File: config.mk
export PLATFORM = sky130hd
export DESIGN_NAME = mesi_broad_ctrl
export DESIGN_NICKNAME = d
export VERILOG_FILES = /design/src/rtl/mesi_broad_ctrl.sv
export SDC_FILE = /design/constraint.sdc
export NUM_CORES = 1
export LEC_CHECK = 0
export BUFFER_PORTS_ARGS = -buffer_cell sky130_fd_sc_hd__buf_2
export CORE_MARGIN = 3
export CORE_UTILIZATION = 30
export DETAILED_ROUTE_END_ITERATION = 7
export PLACE_DENSITY = 0.56
export SLEW_MARGIN = 15
export SYNTH_ARGS = -nofsm -noshare
export SYNTH_HDL_FRONTEND = slang
export SYNTH_SLANG_ARGS = --single-unit
File: constraint.sdc
create_clock -name clk -period 4.9 [get_ports clk]
set_clock_uncertainty 0.05 [all_clocks]
set_input_delay 0.735 -clock clk [delete_from_list [all_inputs] [get_ports clk]]
set_output_delay 0.735 -clock clk [all_outputs]
set_load 0.01 [all_outputs]
File: src/rtl/mesi_broad_ctrl.sv
// rtl/mesi_broad_ctrl.sv - broadcast FIFO consumer and snoop dispatcher
module mesi_broad_ctrl #(
  parameter int DEPTH   = 4,
  parameter int CPU_NUM = 4
) (
  input  logic                     clk,
  input  logic                     rst,
  input  logic                     broad_fifo_wr,
  input  logic [31:0]              broad_addr,
  input  logic [1:0]               broad_type,
  input  logic [1:0]               broad_cpu_id,
  input  logic [6:0]               broad_id,
  output logic                     broad_fifo_status_full,
  output logic [$clog2(DEPTH):0]   fifo_count,
  output logic [CPU_NUM-1:0]       cpu_snoop_valid,
  output logic [31:0]              snoop_addr,
  output logic [1:0]               snoop_type,
  output logic [1:0]               snoop_cpu_id,
  output logic [6:0]               snoop_id,
  input  logic [CPU_NUM-1:0]       cpu_snoop_done,
  output logic                     broad_busy
);

  localparam int AW = $clog2(DEPTH);
  localparam int CW = AW + 1;

  typedef struct packed {
    logic [31:0] addr;
    logic [1:0]  typ;
    logic [1:0]  cpu;
    logic [6:0]  id;
  } entry_t;

  typedef enum logic {IDLE, WAIT} state_t;

  entry_t               mem_q [DEPTH];
  logic [AW-1:0]        wr_ptr_q, wr_ptr_d;
  logic [AW-1:0]        rd_ptr_q, rd_ptr_d;
  logic [CW-1:0]        count_q, count_d;
  logic [CPU_NUM-1:0]   pending_q, pending_d;
  state_t               state_q, state_d;
  entry_t               snoop_q, snoop_d;
  entry_t               head;
  logic                 push, pop;

  // Full test uses the pre-edge count only; a same-cycle pop never makes room.
  assign push = broad_fifo_wr && (count_q != CW'(DEPTH));
  assign pop  = (state_q == IDLE) && (count_q != '0);
  assign head = mem_q[rd_ptr_q];

  assign broad_fifo_status_full = (count_q == CW'(DEPTH));
  assign fifo_count             = count_q;
  assign cpu_snoop_valid        = pending_q;
  assign broad_busy             = (state_q == WAIT);
  assign snoop_addr             = snoop_q.addr;
  assign snoop_type             = snoop_q.typ;
  assign snoop_cpu_id           = snoop_q.cpu;
  assign snoop_id               = snoop_q.id;

  // Next pointer/count values; pointers wrap naturally since DEPTH is a power of two.
  always_comb begin
    wr_ptr_d = push ? wr_ptr_q + AW'(1) : wr_ptr_q;
    rd_ptr_d = pop  ? rd_ptr_q + AW'(1) : rd_ptr_q;
    count_d  = count_q;
    if (push && !pop) count_d = count_q + CW'(1);
    if (!push && pop) count_d = count_q - CW'(1);
  end

  // Dispatcher: pop in IDLE and snoop every CPU but the originator, then wait for all done.
  always_comb begin
    state_d   = state_q;
    pending_d = pending_q;
    snoop_d   = snoop_q;
    case (state_q)
      IDLE: begin
        pending_d = '0;
        if (pop) begin
          snoop_d   = head;
          pending_d = {CPU_NUM{1'b1}} & ~(CPU_NUM'(1) << head.cpu);
          state_d   = WAIT;
        end
      end
      WAIT: begin
        pending_d = pending_q & ~cpu_snoop_done;
        if (pending_d == '0) state_d = IDLE;
      end
      default: begin
        state_d   = IDLE;
        pending_d = '0;
      end
    endcase
  end

  // Entry storage: written only on an accepted push, no reset needed.
  always_ff @(posedge clk) begin
    if (push) mem_q[wr_ptr_q] <= '{addr: broad_addr, typ: broad_type,
                                    cpu: broad_cpu_id, id: broad_id};
  end

  // Control state register; reset discards the active and all queued entries.
  always_ff @(posedge clk or negedge rst) begin
    if (!rst) begin
      wr_ptr_q  <= '0;
      rd_ptr_q  <= '0;
      count_q   <= '0;
      pending_q <= '0;
      state_q   <= IDLE;
      snoop_q   <= '0;
    end else begin
      wr_ptr_q  <= wr_ptr_d;
      rd_ptr_q  <= rd_ptr_d;
      count_q   <= count_d;
      pending_q <= pending_d;
      state_q   <= state_d;
      snoop_q   <= snoop_d;
    end
  end

endmodule

**After elaboration in Yosys (flattened, before gate mapping)**

Memory sizes are Yosys's and may differ from the RTL's.
Index checks and enable logic that the tools add are counted.

- Shifts and indexed selects: 1
- Add/subtract/negate cells: 4
- Divide/modulo/power cells: 0
- Equal/unequal tests: 2
- Multiplexer cells: 9
- Multipliers: 0
- Bitwise operators: 4
- Reductions and logical operators: 10
- Magnitude comparators: 0

Operators by type and width:

| cell | number |
|---|---|
| NOT 4 bit | 2 |
| one-hot mux 4 bit (2 select lines) | 1 |
| two-way mux 3 bit | 2 |
| adder 2 x 1 -> 2 bit (second input constant) | 2 |
| AND 4 bit | 1 |
| logical AND 1 bit | 4 |
| zero test 4 bit | 1 |
| two-way mux 1 bit | 4 |
| two-way mux 4 bit | 1 |
| << shifter 1 x 2 -> 4 bit (first input constant) | 1 |
| adder 3 x 1 -> 3 bit (second input constant) | 1 |
| equality test 3 bit (second input constant) | 1 |
| != test 3 bit (second input constant) | 1 |
| nonzero test 3 bit | 1 |
| subtractor 3 x 1 -> 3 bit (second input constant) | 1 |
| zero test 1 bit | 2 |
| one-hot mux 1 bit (2 select lines) | 1 |
| AND reduction 2 bit | 1 |
| nonzero test 2 bit | 1 |
| NOT 1 bit | 1 |

- Latch bits: 0
- Memory bits (read-only): 0
- Bits of input ports: 50
- Register bits after elaboration: 55
- Memory bits (writable): 172
- Memories: 1

Memories:

| name | words | width | rd ports | clocked after memory_dff | wr ports | RTL line | text |
|---|---|---|---|---|---|---|---|
| mem_q | 4 | 43 | 1 | 0 | 1 | 36 | `entry_t mem_q [DEPTH];` |

**Logic depth before layout (Yosys ltp)**

- Depth in word-level cells: 6
- Mapped depth: 9
- Depth with buffers taken out: 9

**Least setup slack after synthesis**

No wires, ideal clock.

- Path kind: input port to flip-flop
- From: input port broad_fifo_wr
- To: memory mem_q[0][0] in the netlist's numbering, enable pin
- Setup slack: 2.302 ns
- Buffers on the path: 0
- Data arrival time: 2.143 ns
- Stages: 2
- Cells stage by stage: nor2b_1 -> and2_1

- Cells in the longest elaborated chain, start to end: 3

RTL lines:

| what | RTL line | text |
|---|---|---|
| start, declared | 8 | `input logic broad_fifo_wr,` |
| logical AND 1 bit | 47 | `assign push = broad_fifo_wr && (count_q != CW'(DEPTH));` |
| two-way mux 1 bit | 96 | `if (push) mem_q[wr_ptr_q] <= '{addr: broad_addr, typ: broad_type,` |
| two-way mux 1 bit (implied by the code) | 96 |  |
| end, declared | 36 |  |

Every way passes these cells.

**Worst setup path after layout**

- From: register rd_ptr_q[0]
- To: register pending_q[2] (netlist: cpu_snoop_valid[2])

- Cells in the longest elaborated chain, start to end: 5

RTL lines:

| what | RTL line | text |
|---|---|---|
| start, declared | 38 | `logic [AW-1:0] rd_ptr_q, rd_ptr_d;` |
| start signal, assigned | 111 | `rd_ptr_q <= rd_ptr_d;` |
| memory read (4 x 43 bit) | - |  |
| << shifter 1 x 2 -> 4 bit | 79 | `pending_d = {CPU_NUM{1'b1}} & ~(CPU_NUM'(1) << head.cpu);` |
| NOT 4 bit | 79 |  |
| two-way mux 4 bit | 77 | `if (pop) begin` |
| one-hot mux 4 bit (2 select lines) | 74 | `case (state_q)` |
| net pending_d[2] | 40 | `logic [CPU_NUM-1:0] pending_q, pending_d;` |
| end signal, assigned | 113 | `pending_q <= pending_d;` |
| end, declared | 40 |  |

The timed path passes the listed nets, and every way through them passes these cells.
A chain may end at the register's enable or synchronous reset.

==> impl_summary.log <==
[metrics] outcome: completed
[metrics] number of antenna violations at the first check in global routing: 7
[metrics] count of distinct cell types in the synthesized netlist: 29
[metrics] number of buffers inserted for hold repair after clock tree synthesis: 0
[metrics] worst slack, placed: between 2 and 2.5 ns
[metrics] cell chain of the critical path: mux4_2 -> nand2b_1 -> a22o_1
[metrics] Pwr Total: 6.59 mW
[metrics] number of buffers and inverters on the critical path: 0
[metrics] via/cell ratio: 4.40
[metrics] CP endpoint kind: flip-flop
[metrics] pin count of the biggest net entering global routing: 56
[metrics] Vert. Die Dim: 176 um
[metrics] clock insertion delay at the later pin of the skew report: roughly 0.5 ns
[metrics] kind of start point of the critical path: flip-flop
[metrics] syn_area_per_cell: 23.1 um^2
[metrics] number of placement rows: 61
[metrics] Cell Pwr Density: 646 nW/um^2
[metrics] post-synth net total: 430
[metrics] setup violators final: 0
[metrics] final routed wire length divided by cell count: 18.8 um
[metrics] vias in the first global route: 4367
[metrics] number of gates resized after cts: 0
[metrics] Max Root-Sink Buffers: 3
[metrics] effective utilization at floorplan: 30.8%
[metrics] clock tree from TritonCTS: built
[metrics] share of cells above drive strength 1: between 40% and 50%
[metrics] static leakage: 3.75 nW
[metrics] Antenna Nets Post-Route: 0
[metrics] upper clock frequency limit: 0.442 GHz
[metrics] Tightest Hold Check Type: input pin to async pin
[metrics] max-cap violation count: 0
[metrics] Sum Neg Setup Slack: 0 ns
[metrics] number of placed I/O pins: 102
[metrics] half-perimeter wire length of the detailed placement result: 10.1 mm
[metrics] unrepaired setup endpoints after global routing: no
[metrics] register area share after synthesis: 75.7%
[metrics] TritonCTS Buffers: 23
[metrics] total number of yosys warnings: 0
[metrics] total count of max-transition violations in the final report: 0
[metrics] number of inserted diodes: 0
[metrics] fin crit period: 2.26 ns
[metrics] DRC marker count from the first detailed-route iteration: approximately 230
[metrics] Die W: 176 um
[metrics] Mapped Area: 8640 um^2
[metrics] post-route worst setup slack: 2.64 ns
[metrics] post-route DRC violation count: 0
[metrics] area of placed instances: 9490 um^2
[metrics] WS Path Type: flip-flop to flip-flop
[metrics] global-route wire length before repair: 25.8 mm
[metrics] Clock H-tree levels: 1
[metrics] area of the core: 28100 um^2
[metrics] Non-Filler Cell Area, Final: 10200 um^2
[metrics] area growth from synthesis to layout: 17.9%
[metrics] final RePlAce weighted congestion: slightly above 0.7
[metrics] clock transition at the register clock pins on the worst setup and hold paths after CTS: 0.06 ns
[metrics] number of instances in the synthesized netlist: 374
[metrics] Num Clock Sinks: 227
[metrics] portion of the clock cycle consumed by the worst path in the final layout: 46.2%
[metrics] Worst slew margin: 24.1%
[metrics] signal arrival time at the worst endpoint: 2.59 ns
[metrics] All-Layer GR Usage: 10.7%
[metrics] routed wire length: 16.5 mm
[metrics] number of nets in the final layout: 541
[metrics] worst-margin pin slew: 1.14 ns
[metrics] number of I/O port buffers: 101
[metrics] Post-CTS Repair Setup Buffers: 0
[metrics] most common cell after layout, fill and taps aside: sky130_fd_sc_hd__edfxtp_1
[metrics] die area: between 30000 and 40000 um^2
[metrics] commonest cells after routing, fill and taps aside: sky130_fd_sc_hd__edfxtp_1 (172), sky130_fd_sc_hd__buf_2 (100), sky130_fd_sc_hd__dfrtp_1 (53)
[metrics] delay contributed by the slowest stage of the critical path: 1.03 ns
[metrics] endpoints failing hold: 0
[metrics] drt first pass iters: 4
[metrics] FF+latch count, synth: about 230
[metrics] grt total ovfl: 0
[metrics] clk root buf: sky130_fd_sc_hd__clkbuf_16
[metrics] slowest stage cell on the critical path: sky130_fd_sc_hd__dfrtp_4
[metrics] number of vias in the routed layout: 3871
[metrics] largest driver fanout on the critical path: 45
[metrics] data required time of the worst path: around 5.2 ns
[metrics] family with the most delay on the worst path: flip-flops
[metrics] layout filler cell count: 2659
[metrics] peak supply drop: between 0.3 and 0.4 mV
final cells by class:
cell class,instances,area [um^2],share of cell area (%)
timing repair buffer,102,515,5.06
inverter,6,22.5,0.221
clock buffer,33,633,6.21
multi-input combinational,125,1940,19.0
sequential,227,6550,64.2
tap,378,473,4.64
clock inverter,8,62.6,0.614
cell usage after synthesis, drive strengths merged:
cell	count	share of area, %
a22o	3	0.30
and2	4	0.29
buf	14	1.7
clkbuf	2	0.087
dfrtp	55	16
edfxtp	172	60
fa	1	0.23
ha	5	0.72
inv	6	0.26
mux2	44	7.4
mux2i	1	0.12
mux4	43	11
nand2	2	0.087
nand2b	2	0.14
nor2	3	0.13
nor2b	5	0.36
nor3	1	0.12
nor3b	2	0.17
o21ai	1	0.058
o31ai	1	0.087
o41ai	1	0.10
xnor2	2	0.20
xor2	4	0.41
metrics by stage:
stage	util (%)	hold slack [ns]	std cells
5_1_grt	36.3	0.350	879
3_5_place_dp	33.8	0.437	838
4_1_cts	36.3	0.301	879
3_3_place_gp	33.8	0.441	838
2_1_floorplan	-	0.389	374
6_report	36.3	0.287	879
metal layers:
metal	vias up	share of wire [%]	global-route usage, %
met5	-	0.61	0
met4	14	1.9	2.38
li1	1727	-	-
met2	85	48	18.0
met3	41	7.0	3.89
met1	2004	42	13.2
flip-flops by register name, indices dropped and copies added (netlist names):
register         count
cpu_snoop_valid      4
snoop_cpu_id         2
snoop_id             7
broad_busy           1
snoop_addr          32
wr_ptr_q             2
fifo_count           3
snoop_type           2
rd_ptr_q             2
mem_q              172
power breakdown:
part	internal (mW)	switching (mW)	leakage, nW	total [mW]
logic	1.11	0.823	1.19	1.94
clock network	0.947	0.667	0.344	1.61
registers	2.65	0.392	2.22	3.04
path summary, 6_finish.rpt:
kind / start / end / slack, ns / depth (start not counted)
worst max-delay path: rd_ptr_q[0]$_DFFE_PN0P_ / cpu_snoop_valid[2]$_DFF_PN0_ / 2.64 / 3
worst max register to register: rd_ptr_q[0]$_DFFE_PN0P_ / cpu_snoop_valid[2]$_DFF_PN0_ / 2.64 / 3
min in group clk: broad_addr[29] / mem_q[1][40]$_DFFE_PP_ / 0.41 / 1
worst min-delay path: rst / snoop_addr[0]$_DFFE_PN0P_ / 0.29 / 1
worst min register to register: snoop_id[4]$_DFFE_PN0P_ / snoop_id[4]$_DFFE_PN0P_ / 0.46 / 1
max in group asynchronous: rst / rd_ptr_q[0]$_DFFE_PN0P_ / 3.94 / 1
cell families (layout without fill, tap and decap cells):
group / after synthesis / count (layout) / synth area share (%)
DFF: 227 / 227 / 75.7
muxes: 88 / 88 / 18.8
buffers and inverters: 22 / 149 / 2.08
and+or+nand+nor: 19 / 19 / 1.30
adders and majority gates: 6 / 6 / 0.955
AOI/OAI and AO/OA: 6 / 6 / 0.550
xor gates and xnor gates: 6 / 6 / 0.608
Note: power is estimated with default switching activity, not from simulation.
